$ cat config.mk
export PLATFORM = sky130hd
export DESIGN_NAME = cordic_atan_seq
export DESIGN_NICKNAME = d
export VERILOG_FILES = /design/src/rtl/cordic_atan_seq.sv
export SDC_FILE = /design/constraint.sdc
export NUM_CORES = 1
export LEC_CHECK = 0
export CELL_PAD_IN_SITES_DETAIL_PLACEMENT = 1
export CELL_PAD_IN_SITES_GLOBAL_PLACEMENT = 2
export CORE_MARGIN = 10
export CORE_UTILIZATION = 33
export DETAILED_ROUTE_END_ITERATION = 8
export PLACE_DENSITY_LB_ADDON = 0.05
export RECOVER_POWER = 25
export SLEW_MARGIN = 20
export SYNTH_ARGS = -nofsm -noshare
export SYNTH_HDL_FRONTEND = slang
export SYNTH_SLANG_ARGS = --single-unit
$ cat constraint.sdc
create_clock -name rx_clk -period 6.1 [get_ports rx_clk]
set_input_delay 1.22 -clock rx_clk [delete_from_list [all_inputs] [get_ports rx_clk]]
set_output_delay 1.22 -clock rx_clk [all_outputs]
set_load 0.02 [all_outputs]
$ cat src/rtl/cordic_atan_seq.sv
// Iterative CORDIC vectoring engine: one shared add/shift rotator computes
// atan2(y, x) and the gain-scaled magnitude of a captured sample over ITER cycles.
module cordic_atan_seq #(
  parameter int ITER = 12
) (
  input  logic        rx_clk,
  input  logic        rx_rst_n,
  input  logic        rx_valid,
  output logic        rx_ready,
  input  logic [31:0] rx_x,
  input  logic [31:0] rx_y,
  output logic        tx_valid,
  input  logic        tx_ready,
  output logic [31:0] tx_mag,
  output logic [11:0] tx_ang,
  output logic        busy
);

  typedef enum logic [1:0] {S_IDLE, S_ITER, S_DONE} state_t;

  localparam logic [3:0] LAST_IDX = 4'(ITER - 1);

  state_t      state_q, state_d;
  logic [3:0]  i_q, i_d;
  logic [31:0] x_q, x_d, y_q, y_d;
  logic [11:0] z_q, z_d;
  logic [31:0] mag_q, mag_d;
  logic [11:0] ang_q, ang_d;

  logic [31:0] x_sh, y_sh, x_rot, y_rot;
  logic [11:0] z_rot;
  logic        rot_neg;

  // atan(2^-i) in units of 360/4096 degrees
  function automatic logic [11:0] atan_lut(input logic [3:0] idx);
    case (idx)
      4'd0:    atan_lut = 12'd512;
      4'd1:    atan_lut = 12'd302;
      4'd2:    atan_lut = 12'd160;
      4'd3:    atan_lut = 12'd81;
      4'd4:    atan_lut = 12'd41;
      4'd5:    atan_lut = 12'd20;
      4'd6:    atan_lut = 12'd10;
      4'd7:    atan_lut = 12'd5;
      4'd8:    atan_lut = 12'd3;
      4'd9:    atan_lut = 12'd1;
      4'd10:   atan_lut = 12'd1;
      default: atan_lut = 12'd0;
    endcase
  endfunction

  // Single rotation step; both updates read the old x/y registers.
  always_comb begin
    x_sh    = $signed(x_q) >>> i_q;
    y_sh    = $signed(y_q) >>> i_q;
    rot_neg = x_q[31] ^ y_q[31];
    if (rot_neg) begin
      x_rot = x_q - y_sh;
      y_rot = y_q + x_sh;
      z_rot = z_q - atan_lut(i_q);
    end else begin
      x_rot = x_q + y_sh;
      y_rot = y_q - x_sh;
      z_rot = z_q + atan_lut(i_q);
    end
  end

  always_comb begin
    state_d = state_q;
    i_d     = i_q;
    x_d     = x_q;
    y_d     = y_q;
    z_d     = z_q;
    mag_d   = mag_q;
    ang_d   = ang_q;
    case (state_q)
      S_IDLE: begin
        if (rx_valid) begin
          // Left half-plane samples are mirrored through the origin first.
          if (rx_x[31]) begin
            x_d = 32'd0 - rx_x;
            y_d = 32'd0 - rx_y;
            z_d = 12'h800;
          end else begin
            x_d = rx_x;
            y_d = rx_y;
            z_d = 12'h000;
          end
          i_d     = 4'd0;
          state_d = S_ITER;
        end
      end
      S_ITER: begin
        x_d = x_rot;
        y_d = y_rot;
        z_d = z_rot;
        i_d = i_q + 4'd1;
        if (i_q == LAST_IDX) begin
          mag_d   = x_rot;
          ang_d   = z_rot;
          i_d     = 4'd0;
          state_d = S_DONE;
        end
      end
      S_DONE: begin
        if (tx_ready) begin
          state_d = S_IDLE;
        end
      end
      default: state_d = S_IDLE;
    endcase
  end

  always_ff @(posedge rx_clk or negedge rx_rst_n) begin
    if (!rx_rst_n) begin
      state_q <= S_IDLE;
      i_q     <= 4'd0;
      x_q     <= 32'd0;
      y_q     <= 32'd0;
      z_q     <= 12'd0;
      mag_q   <= 32'd0;
      ang_q   <= 12'd0;
    end else begin
      state_q <= state_d;
      i_q     <= i_d;
      x_q     <= x_d;
      y_q     <= y_d;
      z_q     <= z_d;
      mag_q   <= mag_d;
      ang_q   <= ang_d;
    end
  end

  assign rx_ready = (state_q == S_IDLE);
  assign tx_valid = (state_q == S_DONE);
  assign busy     = (state_q != S_IDLE);
  assign tx_mag   = mag_q;
  assign tx_ang   = ang_q;

endmodule
==> impl_results.md, run 1 <==
- Dpl cell area: about 18,000 um^2
- GRT Residual Overflow: 0
- Fmax: 174 MHz
- Fin. Hold Viols: 0
- Cell Area, Synth: ~16,000 um^2
- Synth area leaders: dfrtp_1 20%, mux4_2 11%, nand2_1 7.5%
- Starting density of the core: 33.2%
- Critical path class: reg2reg
- Top cells by count, synth: 314 x nand2_1, 164 x o21ai_0, 151 x nor2_1, 129 x a21oi_1, 126 x dfrtp_1
- Clk pin slew, worst setup/hold paths: 0.06 ns
- Ys Warns: 0
- Port Buffers: ~110
- Non-filler cells in the finished layout: roughly 2,700
- Final HPWL from detailed placement: between 50,000 and 60,000 um
- Count leader, synth: nand2_1
- # rows: 80
- Worst skew pair latency: about 0.5 ns
- First-pass GRT wire length: around 100,000 um
- Initial antenna violation count: 1
- CP arrival: slightly above 6 ns
- Routability Congestion: 0.882
- Post-synth EDFFs: 0
- Final critical-path required period: roughly 5.8 ns
- Final setup vio count: 0
- Post-route clock period utilization: between 90% and 100%
- Max transition margin: -151%
- Die width: 239 um
- Mean post-synth cell area: 8.07 um^2
- Slew Viols, Final: around 90
- First DRT Iteration DRCs: approximately 1,200
- Syn Nets: roughly 2,100
- Violated checks: capacitance limit, slew limit
- Synth cell types: 76
- Post-route DRC: 0
- CTS buffer count: 17
- # Max-Cap Violations: 2
- H-tree depth: 4
- Boundary pin count: 115
- Post-synth top area share: roughly a fifth
- Total routed wirelength: about 67,000 um
- CTS Buffer Depth: 2
- CP Capture Type: flop
- Multi-input logic area: around 12,000 um^2
- Largest net degree at the start of global routing: 81
- Total GRT Usage: between 20% and 30%
- Worst Skew: 0.0117 ns
- Post-synthesis async set-or-reset flop share: 100%
- Root Driver: clkbuf_16
- Die footprint: ~57,000 um^2
- Required time of the worst setup path: roughly 6.5 ns
- Storage element area: 3170 um^2
- Final ANT Viol Nets: 0
- Max FO, Critical Path: 16
- Post-DR vias/cell: roughly 6
- Core Region: 47,500 um^2
- Vias in the first global route: approximately 16,000
- Worst-margin pin slew: between 3 and 4 ns
- Vias: about 16,000
- Prevailing post-synth register cell: dfrtp_1
- Share of cells above drive strength 1: 13.0%
- Hold Crit Class: reg2reg
- DR WL/cell: ~25 um
- # nets final: 2,241
- Clk sink count: around 130
- First drt pass iteration count: 5
- Post-synthesis sequential area ratio: 20.0%
- Status: complete, but fails checks
- FF+latch count, synth: 126
- Die Y: around 240 um
- Area leader, netlist: dfrtp_1
- Fill count: between 5,000 and 6,000
- Post-Layout Inst Area: about 19,000 um^2
- Inst Count DP: between 2,000 and 3,000
- CTS tree: done
- Syn Inst Count: approximately 2,000
- Hold_buf cts: 0
- Startpoint types: flop
- Area delta synth->final: 18.3%
## logic make-up (layout without fill, tap and decap cells)
kind of cell / after synthesis / after routing / share of synthesized area [%]
and+or+nand+nor: 658 / 658 / 18.5
muxes: 168 / 168 / 16.9
buffers and inverters: 158 / 294 / 4.25
DFF: 126 / 126 / 20.0
AOI/OAI and AO/OA: 575 / 575 / 22.9
adders and majority gates: 94 / 94 / 7.60
xor gates and xnor gates: 177 / 177 / 9.83
other: 0 / 3 / 0
## cell usage in the layout (no fill, tap or decap), types with 77 or more instances in the layout
cell type,n
nor2_1,149
buf_4,100
xor2_1,98
nand2_1,313
xnor2_1,77
dfrtp_1,122
o21ai_0,163
a21oi_1,129
clkdlybuf4s50_1,112
ha_1,91
## worst max-delay path, stage by stage, from the launching register on
cell and delay [ns]:
dfrtp_4 0.54, buf_8 0.21, mux4_2 0.59, nor4_1 0.42, o21ai_1 0.21, a211o_1 0.33
or4b_1 0.58, or4_4 0.54, nor2_1 0.10, a211o_1 0.14, nand4_1 0.23, ha_1 0.40
inv_1 0.09, nor2_1 0.06, a311oi_1 0.27, o31ai_1 0.19, a211oi_1 0.38, xor2_1 0.24
a21oi_1 0.09
## final cells by class
type,count,area share [%]
timing repair buffer,220,10.6
antenna,3,0.0402
tap,615,4.12
clock buffer,18,2.35
sequential,126,17.0
clock inverter,14,0.784
inverter,42,0.858
multi-input combinational,1672,64.3
## registers in the layout (all words and copies together) (netlist names)
signal and flops:
i_q 4, state_q 2, tx_ang 12, tx_mag 32
x_q 32, y_q 32, z_q 12
## timing repair
action,4_1_cts,5_1_grt
setup buffers,0,11
setup endpoints to repair,0,24
gates resized for setup,0,5
## final timing paths
path                                   to  cells past startpoint  slack (ns)  startpoint
worst max-delay path              x_q[31]                     18        0.35      i_q[0]
worst min-delay path            tx_ang[5]                      2        0.48   tx_ang[5]
worst max register to register    x_q[31]                     18        0.35      i_q[0]
worst min register to register  tx_ang[5]                      2        0.48   tx_ang[5]
max in group asynchronous          i_q[0]                      2        1.02    rx_rst_n
min in group asynchronous       tx_mag[1]                      1        2.00    rx_rst_n
## through the flow
step / util, % / worst slack [ns] / TNS (ns) / hold WS (ns)
2_1_floorplan: - / 0.281 / 0 / 0.456
5_1_grt: 39.2 / -0.00127 / -0.00127 / 0.502
3_5_place_dp: 37.8 / 0.135 / 0 / 0.466
4_1_cts: 39.1 / 0.137 / 0 / 0.483
3_3_place_gp: 37.8 / 0.162 / 0 / 0.461
6_report: 39.3 / 0.346 / 0 / 0.477
## metal layers
layer	wire length [um]	track usage (%)
met1	31000	31.1
met4	1480	7.09
met2	30300	36.5
met5	0	0
met3	3940	5.67
Power of run 1 is left out: the tool's default activity adds up to more than one toggle a clock period on the data nets, which glitch-free logic cannot reach.
==> inputs of run 2 (changes only) <==
- CORE_UTILIZATION: 33 -> 34
- CTS_BUF_LIST: not set -> sky130_fd_sc_hd__clkbuf_2
- GPL_TIMING_DRIVEN: not set -> 0
- REMOVE_ABC_BUFFERS: not set -> 1
==> run 2 against run 1 <==
Die area fell by 2.7%. Clock skew rose by 0.038 ns. Utilization rose by 0.94 points. Highest routed layer unchanged. Critical path depth rose by 5. The run still ends with capacitance limit, slew limit left. Non-clock buffer count fell by 68. Sequential cell count did not move. Global-route usage fell by 2.5 points. Fmax fell by 1.7%. Cell area fell by 1.6%. Clock-buffer cell count did not move.
==> impl_results.md, run 2 (same netlist as run 1, synthesis figures left out) <==
- H-tree depth: 4
- Fin. Hold Viols: 0
- CTS buffer count: 17
- Total GRT Usage: a little over a fifth
- Share of cells above drive strength 1: between 10 and 15%
- Vias: between 15,000 and 20,000
- CP Capture Type: flop
- Post-route DRC: 0
- Setup WS pre-CTS: -0.637 ns
- Routability Congestion: approximately 0.86
- Largest net degree at the start of global routing: just over 80
- Root Driver: clkbuf_2
- Violated checks: capacitance limit, slew limit
- Clk sink count: ~130
- CP bufs+invs: 2
- Status: complete, but fails checks
- Final ANT Viol Nets: 0
- Worst reg2reg path startpoint: i_q[0]
- Dpl cell area: around 18,000 um^2
- Area delta synth->final: 16.4%
- CP top delay family: compound AO/OA/AOI/OAI gates
- GRT Residual Overflow: 0
- Vias in the first global route: ~16,000
- Final critical-path required period: ~5.9 ns
- Boundary pin count: 115
- Max transition margin: -89.6%
- Post-DR vias/cell: between 5 and 6
- Die Y: between 200 and 250 um
- Final HPWL from detailed placement: roughly 45,000 um
- CP arrival: between 6 and 7 ns
- Post-Layout Inst Area: 18,400 um^2
- Commonest cells after routing, fill and taps aside: 312 x nand2_1, 162 x o21ai_0, 146 x nor2_1
- Fmax: about 170 MHz
- DR WL/cell: 22.4 um
- Critical path class: reg2reg
- Port Buffers: 114
- Worst-margin pin slew: 2.84 ns
- Most common cell after layout, fill and taps aside: nand2_1
- Initial antenna violation count: 2
- Clk pin slew, worst setup/hold paths: 0.21 ns
- CTS Buffer Depth: 2
- Worst path cell trace: buf_16 -> bufbuf_16 -> mux4_2 -> nand2_1 -> a21oi_1 -> a21oi_2 -> ha_1 -> o21ai_1 -> nand2b_1 -> nand2b_1 -> nand2_1 -> xnor2_1 -> ha_1 -> a21o_1 -> a21oi_1 -> nor2b_1 -> a31oi_2 -> nor3_1 -> o2111a_1 -> o31ai_2 -> o21ai_0 -> and3_1 -> mux2_2
- Worst Skew: about 0.049 ns
- First-pass GRT wire length: 93,000 um
- Die width: roughly 240 um
- Slew Viols, Final: roughly 130
- Starting density of the core: between 30% and 40%
- Total routed wirelength: 58,900 um
- # rows: just under 80
- Hold Crit Class: reg2reg
- Die footprint: between 50,000 and 60,000 um^2
- Fill count: 5,466
- Required time of the worst setup path: about 7 ns
- R2R Setup Slk: roughly 0.25 ns
- CP Launch Point: i_q[0]
- First drt pass iteration count: 4
- Worst Hold Launch: tx_mag[14]
- Post-route clock period utilization: a little over nine tenths
- Slowest stage delay, CP: about 0.55 ns
- Core Region: around 46,000 um^2
- First DRT Iteration DRCs: about 750
- # Max-Cap Violations: 2
- CTS tree: done
- Worst setup margin: 0.247 ns
- Max FO, Critical Path: 21
- Startpoint types: flop
- Final setup vio count: 0
- # nets final: 2,173
- CP max stage cell: dfrtp_4
- Worst skew pair latency: 1.07 ns
run 2: cell types whose count changed in the layout (fill, tap and decap cells not counted), moves of 4 or more:
cell	change
buf_4	-85
inv_6	-5
clkbuf_2	+19
clkbuf_16	-14
nor2_4	+4
buf_16	+7
run 2: cell type report:
class / instances / area [um^2] / area share (%)
multi-input combinational: 1672 / 12200 / 66.5
tap: 600 / 751 / 4.09
inverter: 42 / 180 / 0.981
sequential: 126 / 3170 / 17.3
clock buffer: 18 / 90.1 / 0.491
clock inverter: 14 / 193 / 1.05
antenna: 2 / 5.00 / 0.0273
timing repair buffer: 152 / 1760 / 9.58
run 2: metal layers:
layer | track usage (%) | vias to the layer above | wire (um)
met5 | 0 | - | 0
met4 | 5.56 | 0 | 991
met3 | 2.77 | 41 | 1640
met2 | 34.9 | 189 | 28400
met1 | 27.6 | 7628 | 27900
li1 | - | 7317 | -
run 2: worst paths after layout:
check / cells after the start / to
max: 23 / tx_mag[26]
max in group asynchronous: 3 / i_q[3]
min: 2 / tx_mag[14]
min reg2reg: 2 / tx_mag[14]
min in group asynchronous: 2 / tx_mag[4]
max reg2reg: 23 / tx_mag[26]
run 2: repair_timing:
item | CTS | global route
buffers inserted | 1 | 14
hold buffers | 1 | 0
gates cloned | 2 | 3
endpoints found under the setup margin | 31 | 31
endpoints found under the hold margin | 45 | 0
resized for setup | 20 | 26
pin swaps | 0 | 4
run 2: tightest hold or removal path: stages (launching register included):
cell	delay (ns)
dfrtp_1	0.39
nand2_1	0.05
nand2_1	0.05
run 2: metrics by stage:
step / hold slack [ns] / TNS [ns] / util (%) / cells
floorplan: 0.456 / -121.62 / - / 1840
global placement: 0.458 / -667.85 / 37.6 / 2554
detailed placement: 0.464 / -6.20 / 38.6 / 2571
CTS: 0.498 / 0 / 39.7 / 2607
global route: 0.518 / -0.00838 / 40.2 / 2626
finish: 0.502 / 0 / 40.2 / 2626
Power of run 2 is left out for the same reason.
==> inputs of run 3 (changes only) <==
- CORE_ASPECT_RATIO: not set -> 1.4
- HOLD_SLACK_MARGIN: not set -> 0.02
==> run 3 against run 2 <==
The flow still finishes with violations (capacitance limit, slew limit). Cell area about the same. Routed wire length is 2.8% higher. Clock-buffer cell count stayed put. Via count grew 0.74%. First-iteration DRC count decreased by 1.5%. Fmax is 0.37% higher. Die area grew 0.22%. Critical path type unchanged. Largest cell class unchanged.
==> impl_results.md, run 3 (same netlist as run 1, synthesis figures left out) <==
- Total routed wirelength: about 60,000 um
- Critical path class: reg2reg
- Final HPWL from detailed placement: around 46,000 um
- Final ANT Viol Nets: 0
- Clk pin slew, worst setup/hold paths: between 0.2 and 0.25 ns
- Die width: 202 um
- Multi-input logic area: 12,300 um^2
- Hold Path Cell Cnt: 2
- # Max-Cap Violations: 2
- Most common cell after layout, fill and taps aside: nand2_1
- Worst Skew: 0.0669 ns
- CP top delay family: compound AO/OA/AOI/OAI gates
- CTS tree: done
- First-pass GRT wire length: 93,700 um
- # rows: 93
- GRT Residual Overflow: 0
- # nets final: between 2,000 and 2,500
- CP Capture Type: flop
- Fin. Hold Viols: 0
- Total GRT Usage: between 20% and 30%
- R2R Setup Slk: 0.27 ns
- CP max stage cell: dfrtp_4
- First drt pass iteration count: 5
- Hold_buf cts: 0
- Root Driver: clkbuf_2
- Die Y: around 270 um
- First DRT Iteration DRCs: 740
- Status: complete, but fails checks
- Startpoint types: flop
- Worst setup margin: around 0.27 ns
- Worst Hold Launch: tx_mag[14]
- CTS Buffer Depth: 2
- Boundary pin count: between 100 and 150
- Hold_ws: about 0.50 ns
- Core Region: ~46,000 um^2
- Vias: between 15,000 and 20,000
- Slowest stage delay, CP: 0.61 ns
- CP arrival: roughly 6.7 ns
- DR WL/cell: 22.9 um
- Storage element area: 3170 um^2
- Violated checks: capacitance limit, slew limit
- Initial antenna violation count: 2
- Most used cell, CP: a21o_1
- Post-route clock period utilization: about 96%
- Setup WS pre-CTS: -0.850 ns
- Worst-margin pin slew: between 3 and 4 ns
- Post-DR vias/cell: 5.79
- Fmax: around 170 MHz
- Hold EP: tx_mag[14]
- Final critical-path required period: approximately 5.8 ns
- Worst r2r path cells: 21
- Worst skew pair latency: about 0.96 ns
- Die footprint: 55,500 um^2
- Share of cells above drive strength 1: between 10% and 20%
- Required time of the worst setup path: just under 7 ns
- Post-route DRC: 0
- Worst reg2reg path startpoint: i_q[0]
- Final setup vio count: 0
- WP depth: 21
- Final setup TNS: 0 ns
- Max transition margin: -105%
- Worst path cell trace: buf_16 -> mux4_2 -> mux2i_1 -> nand2_1 -> o22ai_1 -> nand3_1 -> or3_1 -> inv_1 -> a21oi_1 -> xnor2_1 -> ha_1 -> a21o_1 -> a21o_1 -> a21o_1 -> a21oi_1 -> nor2_1 -> a311oi_2 -> o31ai_4 -> a21boi_0 -> xnor2_1 -> mux2_2
- Clk sink count: between 100 and 150
- Port Buffers: ~110
- Starting density of the core: 34.3%
- CP bufs+invs: 2
- Fill count: 5,481
- Commonest cells after routing, fill and taps aside: 312 x nand2_1, 160 x o21ai_0, 146 x nor2_1
- Max FO, Critical Path: 18
- Routability Congestion: 0.850
- Largest net degree at the start of global routing: 77
- Hold Crit Class: reg2reg
- Area delta synth->final: 16.3%
- Vias in the first global route: between 15,000 and 20,000
- Post-Layout Inst Area: 18,300 um^2
- Reg2reg end: tx_mag[29]
- Slew Viols, Final: about 130
- CP Launch Point: i_q[0]
- CTS buffer count: 17
- Dpl cell area: roughly 18,000 um^2
- H-tree depth: 4
## run 3: changes by cell type in the layout (fill, tap and decap cells not counted), sizes merged
cell         previous run  this run
buf                    32        30
clkbuf                 23        24
bufinv                  4         1
clkinvlp                1         7
clkinv                  9         7
dlygate4sd3             1         0
bufbuf                  2         0
diode                   2         3
## run 3: cell type report
| class | instances | area share [%] |
|---|---|---|
| tap | 617 | 4.21 |
| clock buffer | 18 | 0.491 |
| multi-input combinational | 1672 | 66.8 |
| antenna | 3 | 0.0409 |
| timing repair buffer | 148 | 9.49 |
| inverter | 42 | 1.00 |
| sequential | 126 | 17.3 |
| clock inverter | 14 | 0.641 |
| timing repair inverter | 1 | 0.0273 |
## run 3: worst register-to-register path: cells and delay by family, from the launching register on
kind | cells | cell delay (ns)
AO/OA/AOI/OAI | 9 | 1.96
buffers and inverters | 2 | 0.44
multiplexers | 3 | 1.23
XOR/XNOR | 2 | 0.28
AND/OR/NAND/NOR | 4 | 0.95
flip-flops | 1 | 0.61
adder cells (fa/ha/maj) | 1 | 0.28
## run 3: how the worst max path moves through the flow
stage,slack (ns),end
detailed placement,-0.85,y_q[29]
global route,-0.02,y_q[29]
global placement,-5.31,y_q[29]
floorplan,-2.23,y_q[19]
finish,0.27,tx_mag[29]
CTS,0.001,y_q[29]
## run 3: layer usage
| layer | GRT usage, % | wire [um] | part of all wire, % | up-vias |
|---|---|---|---|---|
| met4 | 6.24 | 1280 | 2.1 | 0 |
| li1 | - | - | - | 7313 |
| met3 | 2.53 | 1830 | 3.0 | 50 |
| met1 | 25.0 | 25400 | 42 | 7674 |
| met5 | 0 | 0 | 0 | - |
| met2 | 39.7 | 32000 | 53 | 250 |
## run 3: repair_timing
action                                 in CTS  in global routing
pin swaps                                   1                  3
gates resized for setup                    22                 34
buffers inserted                            5                  8
setup endpoints to repair                  31                 34
endpoints found under the hold margin       0                  0
gates cloned                                1                  3
## run 3: stage by stage
step / instances / util, %
6_report: 2641 / 39.9
5_1_grt: 2641 / 39.9
4_1_cts: 2627 / 39.3
3_5_place_dp: 2589 / 38.5
3_3_place_gp: 2571 / 37.4
2_1_floorplan: 1840 / -
Power of run 3 is left out for the same reason.
